$ cat src/rtl/bob_resolve_ctrl.sv
// Retire-side branch resolve sequencer: pops the BOB head, emits one predictor update and, on mispredict, runs flush/redirect/restore then a drain window.
// Optional feature macro: BOB_CTRL_PERF_EN adds branch / mispredict event counters on perf_brcnt_o / perf_mpcnt_o.
module bob_resolve_ctrl #(
    parameter int unsigned DRAIN_CYCLES = 2
) (
    input  logic        clock,
    input  logic        reset_n,
    input  logic        ext_flush_i,
    input  logic        rt_vld_i,
    output logic        rt_ready_o,
    input  logic        rt_taken_i,
    input  logic        rt_indir_i,
    input  logic        rt_tgtmiss_i,
    input  logic [63:0] rt_target_i,
    input  logic        bob_valid_i,
    input  logic [63:0] bob_brpc_i,
    input  logic        bob_brdir_i,
    input  logic        bob_chwe_i,
    input  logic        bob_chbrdir_i,
    input  logic [9:0]  bob_bht_i,
    input  logic [11:0] bob_bhr_i,
    input  logic [3:0]  bob_rasptr_i,
    output logic        bob_re_o,
    output logic        upd_vld_o,
    output logic [63:0] upd_pc_o,
    output logic        upd_taken_o,
    output logic [9:0]  upd_bht_o,
    output logic [11:0] upd_bhr_o,
    output logic        upd_chwe_o,
    output logic        upd_chbrdir_o,
    output logic        flush_o,
    output logic        redirect_vld_o,
    output logic [63:0] redirect_pc_o,
    output logic [11:0] restore_bhr_o,
    output logic [3:0]  restore_rasptr_o,
    output logic        busy_o,
    output logic [31:0] perf_brcnt_o,
    output logic [31:0] perf_mpcnt_o
);

    typedef enum logic [1:0] {
        S_IDLE    = 2'd0,
        S_CHECK   = 2'd1,
        S_RECOVER = 2'd2,
        S_DRAIN   = 2'd3
    } state_t;

    localparam logic [3:0] DRAIN_LOAD = 4'(DRAIN_CYCLES - 1);

    state_t      r_state;
    logic [3:0]  r_cnt;
    logic [63:0] r_brpc;
    logic [63:0] r_target;
    logic        r_taken;
    logic        r_brdir;
    logic        r_indir;
    logic        r_tgtmiss;
    logic        r_chwe;
    logic        r_chbrdir;
    logic [9:0]  r_bht;
    logic [11:0] r_bhr;
    logic [3:0]  r_rasptr;

    logic        w_live;
    logic        w_accept;
    logic        w_mp;
    logic        w_upd;
    logic        w_rec;

    // Strobes are killed combinationally by reset or an external flush so no partial pulse escapes.
    assign w_live   = reset_n && !ext_flush_i;
    assign w_mp     = (r_taken != r_brdir) || (r_indir && r_taken && r_tgtmiss);
    assign w_upd    = w_live && (r_state == S_CHECK);
    assign w_rec    = w_live && (r_state == S_RECOVER);

    assign rt_ready_o = w_live && (r_state == S_IDLE) && bob_valid_i;
    assign w_accept   = rt_vld_i && rt_ready_o;
    assign bob_re_o   = w_accept;
    assign busy_o     = (r_state != S_IDLE);

    assign upd_vld_o     = w_upd;
    assign upd_pc_o      = w_upd ? r_brpc : 64'd0;
    assign upd_taken_o   = w_upd && r_taken;
    assign upd_bht_o     = w_upd ? r_bht : 10'd0;
    assign upd_bhr_o     = w_upd ? r_bhr : 12'd0;
    assign upd_chwe_o    = w_upd && r_chwe;
    assign upd_chbrdir_o = w_upd && r_chbrdir;

    assign flush_o          = w_rec;
    assign redirect_vld_o   = w_rec;
    assign redirect_pc_o    = !w_rec ? 64'd0 : (r_taken ? r_target : r_brpc + 64'd4);
    assign restore_bhr_o    = w_rec ? {r_bhr[10:0], r_taken} : 12'd0;
    assign restore_rasptr_o = w_rec ? r_rasptr : 4'd0;

    always_ff @(posedge clock) begin
        if (!reset_n) begin
            r_state   <= S_IDLE;
            r_cnt     <= 4'd0;
            r_brpc    <= 64'd0;
            r_target  <= 64'd0;
            r_taken   <= 1'b0;
            r_brdir   <= 1'b0;
            r_indir   <= 1'b0;
            r_tgtmiss <= 1'b0;
            r_chwe    <= 1'b0;
            r_chbrdir <= 1'b0;
            r_bht     <= 10'd0;
            r_bhr     <= 12'd0;
            r_rasptr  <= 4'd0;
        end else if (ext_flush_i) begin
            r_state <= S_IDLE;
            r_cnt   <= 4'd0;
        end else begin
            case (r_state)
                S_IDLE: begin
                    if (w_accept) begin
                        r_brpc    <= bob_brpc_i;
                        r_target  <= rt_target_i;
                        r_taken   <= rt_taken_i;
                        r_brdir   <= bob_brdir_i;
                        r_indir   <= rt_indir_i;
                        r_tgtmiss <= rt_tgtmiss_i;
                        r_chwe    <= bob_chwe_i;
                        r_chbrdir <= bob_chbrdir_i;
                        r_bht     <= bob_bht_i;
                        r_bhr     <= bob_bhr_i;
                        r_rasptr  <= bob_rasptr_i;
                        r_state   <= S_CHECK;
                    end
                end
                S_CHECK: begin
                    r_state <= w_mp ? S_RECOVER : S_IDLE;
                end
                S_RECOVER: begin
                    r_cnt   <= DRAIN_LOAD;
                    r_state <= S_DRAIN;
                end
                S_DRAIN: begin
                    if (r_cnt == 4'd0) begin
                        r_state <= S_IDLE;
                    end else begin
                        r_cnt <= r_cnt - 4'd1;
                    end
                end
                default: r_state <= S_IDLE;
            endcase
        end
    end

`ifdef BOB_CTRL_PERF_EN
    logic [31:0] r_brcnt;
    logic [31:0] r_mpcnt;

    // Counts only branches whose update actually left the block; flushes do not clear history.
    always_ff @(posedge clock) begin
        if (!reset_n) begin
            r_brcnt <= 32'd0;
            r_mpcnt <= 32'd0;
        end else if (w_upd) begin
            r_brcnt <= r_brcnt + 32'd1;
            if (w_mp) begin
                r_mpcnt <= r_mpcnt + 32'd1;
            end
        end
    end

    assign perf_brcnt_o = r_brcnt;
    assign perf_mpcnt_o = r_mpcnt;
`else
    assign perf_brcnt_o = 32'd0;
    assign perf_mpcnt_o = 32'd0;
`endif

endmodule

$ cat config.mk
export PLATFORM = sky130hd
export DESIGN_NAME = bob_resolve_ctrl
export DESIGN_NICKNAME = d
export VERILOG_FILES = /design/src/rtl/bob_resolve_ctrl.sv
export SDC_FILE = /design/constraint.sdc
export NUM_CORES = 1
export LEC_CHECK = 0
export CORE_ASPECT_RATIO = 2
export CORE_UTILIZATION = 40
export DETAILED_ROUTE_END_ITERATION = 10
export PLACE_DENSITY = 0.75
export SLEW_MARGIN = 20
export SYNTH_ARGS = -nofsm -noshare
export SYNTH_HDL_FRONTEND = slang
export SYNTH_SLANG_ARGS = --single-unit
$ cat constraint.sdc
create_clock -name clock -period 4.5 [get_ports clock]
set_input_delay 0.9 -clock clock [delete_from_list [all_inputs] [get_ports clock]]
set_output_delay 0.9 -clock clock [all_outputs]
set_load 0.03 [all_outputs]
==> flow_metrics.tcl <==
set metrics [dict create \
    cts_root_buf "clkbuf_16" \
    clk_pin_slew_ps 70 \
    use_met2 0.5067 \
    yosysSeqAreaShare 0.3332 \
    skew_ps 10.37 \
    track_usage 0.2891 \
    clock_latency_ps 450 \
    ys_ff_latch 166 \
    row_count 81 \
    netlist_area_um2 9972 \
    synth_ff_type "dfxtp_1" \
    ys_types 59 \
    ant_nets 0 \
    placed_area_um2 13390 \
    grt_util_met1 0.3010 \
    worstMarginPinSlew_ps 867.3 \
    grt-ovfl-total 0 \
    cts_tree "built" \
    hp-start "r_target[55]" \
    rsz0062_at_grt "false" \
    hold_end "r_target[55]" \
    crit_chain "nand4_2, or4_1, nand4b_1, or3_1, a311oi_1, clkdlybuf4s50_1" \
    hold_path_depth 2 \
    cp-start-kind "flop" \
    hold_violations 0 \
    p_per_area_nw_per_um2 247.8 \
    antenna_found_initial 10 \
    worst_path_largest_cell_delay_ps 740 \
    htree_levels 4 \
    synthArstFlopShare 0 \
    place.gp.congestion 0.9060 \
    mostFrequentLayoutCell "nand2_1" \
    drc 0 \
    yosysTopAreaCell "dfxtp_1" \
    port_buffers 339 \
    cp.required_ps 3600 \
    ys_top_cells_by_area "dfxtp_1 33%, nand2_1 14%, a21boi_0 11%" \
    die_w_um 113.6 \
    syn_area_per_cell_um2 7.316 \
    grt_busiest_layer "met2" \
    drt_iter0_markers 695 \
    yosys.area.top_type_share 0.3332 \
    pin_count 404 \
    leakagePower_nw 5.014 \
    final_cell_area_um2 14050 \
    vias_per_cell 5.234 \
    slowest_stage "clkdlybuf4s50_1" \
    numCtsBuffers 17 \
    hpwl_um 26690 \
    critPathTopFamily "simple AND/OR/NAND/NOR gates" \
    fin_crit_sh 0.9546 \
    grt_pass1_wl_um 55820 \
    drt_wl_total_um 36770 \
    nets 1799 \
    maxCapViolCount 0 \
    cp_max_fo 8 \
    syn2layout_area_growth_pct 40.89 \
    postCtsSetupRepairBufs 0 \
    cts.sinks 166 \
    hold_path_class "reg -> reg" \
    path_buf_inv 1 \
    initial_utilization 0.4083 \
    fmax_mhz 232.8 \
    grt_pass1_vias 9906 \
    fp.dieH_um 225.3 \
    final_max_slew_viol_count 0 \
    syn_inst 1363 \
    ys_warn_count 0 \
    worstRegToRegCells 7 \
    r2r_slack_ps 2120 \
    outcome "completed" \
    worstSetupEndpointType "output port" \
    finalSetupTns_ps 0 \
    wire_per_inst_um 18.52 \
    crit_type "reg -> out" \
    most-common-layout-cells "363 x nand2_1, 195 x clkdlybuf4s50_1, 165 x dfxtp_1, 140 x a21boi_0, 131 x buf_4" \
    synth_edf_count 0 \
    grt_max_degree 162 \
    peakVddDrop_mv 0.2760 \
    drive_gt1_frac 0.1405 \
    fin_crit_ps 4296 \
    first_pass_iters 5 \
    slew_headroom 0.4218 \
    gr-usage-met3 0.05756 \
    crit_arrival_ps 3400 \
    vias 10400 \
    clockBufferDepth 2 \
    r2r-end "r_brpc[16]" \
    fp.dieArea_um2 25600 \
    design.core.area_um2 24420 \
    setup_viol 0 \
]
==> flip-flops by register name (all words and copies together), names as in the netlist, named ones only <==
name	count
r_brpc	64
r_bht	10
r_cnt	4
r_bhr	12
r_state	1
r_taken	1
r_indir	1
r_tgtmiss	1
r_chbrdir	1
r_rasptr	4
r_brdir	1
r_target	64
r_chwe	1
==> worst reg2reg max path, stage by stage, from the launching register on <==
cell	delay (ps)
dfxtp_1	320
buf_4	220
nor4b_2	460
nand2_4	130
inv_6	290
buf_12	470
nand2_1	240
a21boi_0	190
==> final cells by class <==
cell class,instances,area [um^2]
fill,2222,10380
multi-input combinational,1071,5933
timing repair buffer,363,3676
sequential,166,3324
clock buffer,17,425.4
tap,332,415.4
clock inverter,15,200.2
inverter,12,50.05
antenna,10,25.02
==> where the power goes <==
| part | leakage, nW | total, mW | internal [mW] | switching, mW |
|---|---|---|---|---|
| registers | 1.34 | 1.53 | 1.50 | 0.0312 |
| clock network | 0.297 | 1.59 | 0.931 | 0.657 |
| logic | 3.37 | 0.363 | 0.178 | 0.184 |
==> cells in the mapped netlist, types with 2 or more instances <==
master and n:
and2_1 96, a311oi_1 3, and3_1 15, xor2_1 6, a21oi_1 33, dfxtp_1 166
a32oi_1 2, a21boi_0 140, nand4_2 2, nor2_1 51, nor4b_2 2, nor2b_1 8
mux2i_1 12, nand3_1 30, inv_1 11, nor3_1 17, or2_2 3, clkbuf_1 88
buf_2 17, o21ai_0 41, xnor2_1 28, nand2_1 364, buf_1 6, a21boi_1 20
nand4b_1 3, nor4b_1 3, buf_4 65, a211oi_1 11, mux2_2 8, ha_1 3
or4_1 5, nor3b_1 4, or3_1 5, nand4_1 29, and4_1 13, nor4_1 30
==> metrics by stage <==
stage          hold WS (ps)    util  worst slack [ps]  power (mW)  cells
6_report              451.9  0.5752             204.1       3.481   1986
5_1_grt               475.7  0.5752             7.625       3.609   1986
4_1_cts               451.0  0.5737             90.01       3.512   1976
3_5_place_dp          441.9  0.5481             499.6       1.923   1944
3_3_place_gp          435.9  0.5481             528.2       1.920   1944
2_1_floorplan         430.5       -             630.2       1.777   1426
==> metal layers <==
layer  up-vias  wire length [um]
li1       4998                 -
met5         -                 0
met1      4853             13380
met4         0              2336
met3        96              1926
met2       448             19130
==> cell families (layout without fill, tap and decap cells) <==
logic type | Yosys count | in the layout | synth area share
AOI/OAI and AO/OA | 259 | 259 | 0.1775
xor gates and xnor gates | 34 | 34 | 0.02986
and+or+nand+nor | 691 | 691 | 0.3356
muxes | 20 | 20 | 0.02108
other | 1 | 74 | 0.0003761
buffers and inverters | 189 | 407 | 0.09849
DFF | 166 | 166 | 0.3332
adders and majority gates | 3 | 3 | 0.003765
==> worst max path at each step <==
stage                        end  cells past startpoint  slack (ps)         from
3_3_place_gp   redirect_pc_o[63]                      9         530  ext_flush_i
2_1_floorplan           bob_re_o                      6         630      reset_n
3_5_place_dp             flush_o                      6         500  ext_flush_i
6_report       redirect_pc_o[59]                      6         200   r_brpc[10]
5_1_grt        redirect_pc_o[59]                      6           8   r_brpc[10]
4_1_cts        redirect_pc_o[59]                      6          90   r_brpc[44]
==> what timing repair did <==
action,CTS,global route
hold buffers,0,0
gates resized for setup,0,2
setup endpoints to repair,0,2
hold endpoints to repair,0,0
(Power assumes the default switching activity.)
==> edit 1 (same flow settings) <==
Add a define of `BOB_CTRL_PERF_EN`.
--- a/src/rtl/bob_resolve_ctrl.sv
+++ b/src/rtl/bob_resolve_ctrl.sv
@@ -1,4 +1,6 @@
 // Retire-side branch resolve sequencer: pops the BOB head, emits one predictor update and, on mispredict, runs flush/redirect/restore then a drain window.
 // Optional feature macro: BOB_CTRL_PERF_EN adds branch / mispredict event counters on perf_brcnt_o / perf_mpcnt_o.
+`define BOB_CTRL_PERF_EN
+
 module bob_resolve_ctrl #(
     parameter int unsigned DRAIN_CYCLES = 2
Formal check against the unedited RTL: not equivalent (Yosys sat finds a counterexample within 4 cycles, from zero or initial values and one cycle with reset_n low).
==> edit 1 against the unedited design <==
- power grew 24%
- final area up 17%
- highest routed layer is now met5
- worst setup slack got worse by 0.0098 ns
- utilization is 0.77 points lower
- sequential cell count increased by 64
- critical path type unchanged
- synthesized cell count is 19% higher
- final cell count grew 17%
- wire length grew 24%
- synthesized area up 19%
==> edit 1: results <==
synthesis:
  ys_seq_area_share_pct: 38.8
  synth_area_leaders: "dfxtp_1, nand2_1, a21oi_1"
  synth_compound_area_share_pct: 13.1
  synthTopCellsByCount: "nand2_1, dfxtp_1, a21oi_1"
  yosysUniqueCellTypes: 53
  synthXorXnorAreaFrac_pct: 6.86
  synthAdderAreaFrac_pct: 0.527
grt:
  grt_usage_pct: 29.0
  gr-usage-met1_pct: 31.2
  met2_usage_pct: 52.3
  antenna_found_initial: 7
run_status:
  status: "finished, final reports clean"
placement:
  place_ws_ns: 0.582
  gp_congestion: 0.963
  dp_cells: 2277
critical_path:
  reg2reg_slack_ns: 1.58
  crit_fanout: 15
clocking:
  clock_latency_ns: 0.53
  numCtsBuffers: 23
route:
  via_per_inst: 5.56
  wire_per_inst_um: 19.6
power:
  vdd.ir_drop.worst_mv: 0.332
  p_sw_w: 0.00101
  leakage_nw: 5.76
final_layout:
  drive_above_1_share_pct: 12.6
  reg_top3: "r_brpc x64, r_target x64"
timing:
  timing.final.crit_share_pct: 95.7
edit 1: timing repair:
item                                    in CTS  in global routing
hold endpoints to repair                     0                  0
resized for setup                            1                  1
endpoints found under the setup margin       1                  1
edit 1: area by class of cell:
cell class	count	area (um2)
fillers	2776	12600
multi-input cells	1246	6730
flip-flops and latches	230	4610
repair buffers	419	3900
clock buffers	33	653
well taps	360	450
inverters	22	91.3
clock inverters	6	58.8
diodes	6	15.0
edit 1: power groups by stage:
stage | clock (W) | sequential [W] | combinational (W)
6_report | 0.00191 | 0.00210 | 0.000296
5_1_grt | 0.00202 | 0.00210 | 0.000317
4_1_cts | 0.00196 | 0.00210 | 0.000296
3_5_place_dp | 0 | 0.00215 | 0.000294
3_3_place_gp | 0 | 0.00214 | 0.000293
2_1_floorplan | 0 | 0.00213 | 0.000114
edit 1: per-layer routing:
| layer | up-vias | share of wire, % |
|---|---|---|
| li1 | 6160 | - |
| met4 | 4 | 5.3 |
| met5 | - | 0.053 |
| met3 | 127 | 6.4 |
| met1 | 6088 | 36 |
| met2 | 538 | 52 |
edit 1: final timing paths:
path                                start                            end  cells after the start
hold reg to reg     r_bht[1]$_SDFFE_PN0P_          r_bht[1]$_SDFFE_PN0P_                      2
setup reg to reg     r_taken$_SDFFE_PN0P_  perf_mpcnt_o[28]$_SDFFE_PN0P_                      5
hold / removal      r_bht[1]$_SDFFE_PN0P_          r_bht[1]$_SDFFE_PN0P_                      2
setup / recovery  r_brpc[18]$_SDFFE_PN0P_              redirect_pc_o[55]                      6
edit 1: worst min-delay path: cells and delay by family, from the launching register on:
family             cells  cell delay, ns
DFF                    1            0.30
and+or+nand+nor        1            0.05
AOI/OAI and AO/OA      1            0.05
==> edit 2 (config.mk and constraints unchanged) <==
Made on the original files. Register the output `redirect_pc_o`, with the module's reset; this adds one clock of latency there. The other outputs are not delayed to match.
--- a/src/rtl/bob_resolve_ctrl.sv
+++ b/src/rtl/bob_resolve_ctrl.sv
@@ -89,5 +89,11 @@
     assign flush_o          = w_rec;
     assign redirect_vld_o   = w_rec;
-    assign redirect_pc_o    = !w_rec ? 64'd0 : (r_taken ? r_target : r_brpc + 64'd4);
+    always_ff @(posedge clock) begin
+        if (!reset_n) begin
+            redirect_pc_o <= '0;
+        end else begin
+            redirect_pc_o <= !w_rec ? 64'd0 : (r_taken ? r_target : r_brpc + 64'd4);
+        end
+    end
     assign restore_bhr_o    = w_rec ? {r_bhr[10:0], r_taken} : 12'd0;
     assign restore_rasptr_o = w_rec ? r_rasptr : 4'd0;
Check against the original RTL: not equivalent (Yosys sat finds a counterexample within 4 cycles, from zero or initial values and one cycle with reset_n low).
==> edit 2 against the unedited design <==
- critical path depth decreased by 2
- wire length down 2.4%
- synthesized area grew 12%
- clock power rose by 29%
- hold slack gained 0.0084 ns
- die area rose by 11%
- via count rose by 0.21%
- power increased by 29%
- sequential cell count is 64 higher
- final area is 6.8% higher
- worst setup slack improved by 0.47 ns
- largest power group is now registers
==> edit 2: results <==
route:
  via_per_inst: 5.14
  routed_wl_um: 35900
  first_pass_iters: 4
  wire_per_inst_um: 17.7
clocking:
  clockBufferDepth: 3
  post-cts-setup-buffers: 0
  numCtsBuffers: 23
  htree_levels: 1
  clock_latency_ns: 0.53
timing:
  whs_ns: 0.460
  timing.final.crit_share_pct: 85.0
  max_slew_margin_pct: 44.9
  fin_skew_ns: 0.0135
grt:
  grt_pass1_vias: 9800
  antenna_found_initial: 3
  grt_usage_pct: 24.1
final_layout:
  buf_share_pct: 22.1
  area_growth_pct: 34.9
  num-multi-input-gates: 1044
  fillers: 2599
  drive_above_1_share_pct: 10.8
  signal_buffers: 349
  inverters: 9
  antennaDiodeCount: 4
  clk_share_pct: 5.30
  nets: 1825
  reg_top3: "r_brpc x64, r_target x64, redirect_pc_o x64"
  multi_input_area_share_pct: 38.7
  seq_share_pct: 30.7
critical_path:
  cp-endpoint: "rt_ready_o"
  crit_path_max_incr_delay_ns: 0.76
  r2r-end: "redirect_pc_o[55]$_SDFF_PN0_"
  reg2reg_slack_ns: 1.81
  arrival_ns: 2.92
  critPathTopFamily: "buffers and inverters"
  worstSetupStartpoint: "ext_flush_i"
synthesis:
  ys_seq_area_share_pct: 41.4
  synth_area_leaders: "dfxtp_1, nand2_1, a21boi_0"
  async_flop_share_pct: 0
  synth_cells: 1393
  synthTopCellsByCount: "nand2_1, dfxtp_1, a21boi_0"
  yosysUniqueCellTypes: 53
  ys_seq_elements: 230
power:
  clock_power_share_pct: 45.5
  total_power_w: 0.00450
  leakage_nw: 5.44
  powerComb_w: 0.000357
  p_sw_w: 0.00104
placement:
  place_ws_ns: 0.639
  dp_hpwl_um: 25100
  gp_congestion: 0.840
  dp_cells: 1984
  place_area_um2: 14200
run_status:
  status: "finished, final reports clean"
floorplan:
  rows: 86
min_path:
  hold_start: "r_bht[3]$_SDFFE_PN0P_"
  min_to: "r_bht[3]$_SDFFE_PN0P_"
edit 2: changes by cell type after synthesis, sizes merged, moves of 4 or more:
cell	delta
a211oi	-6
a21oi	+8
dfxtp	+64
inv	-4
or3	-4
nand4	-5
clkbuf	-6
xnor2	+9
nand3	-10
or4	-6
nand2	-5
and2	+7
edit 2: logic make-up after synthesis:
logic type / Yosys count / share of synthesized area, %
DFF: 230 / 41.4
other: 1 / 0.0337
xor gates and xnor gates: 42 / 3.31
AOI/OAI and AO/OA: 253 / 15.3
buffers and inverters: 182 / 8.71
adders and majority gates: 3 / 0.337
muxes: 25 / 2.40
and+or+nand+nor: 657 / 28.5
edit 2: layer usage:
layer	vias up	share of wire, %	global-route usage (%)
met3	78	5.6	4.04
met4	0	4.2	12.3
met2	401	55	46.6
met5	-	0	0
met1	4928	35	24.0
li1	5010	-	-
edit 2: worst min-delay path, stage by stage (launching register included):
cell	delay, ns
dfxtp_1	0.31
nand2_1	0.04
a21boi_0	0.06
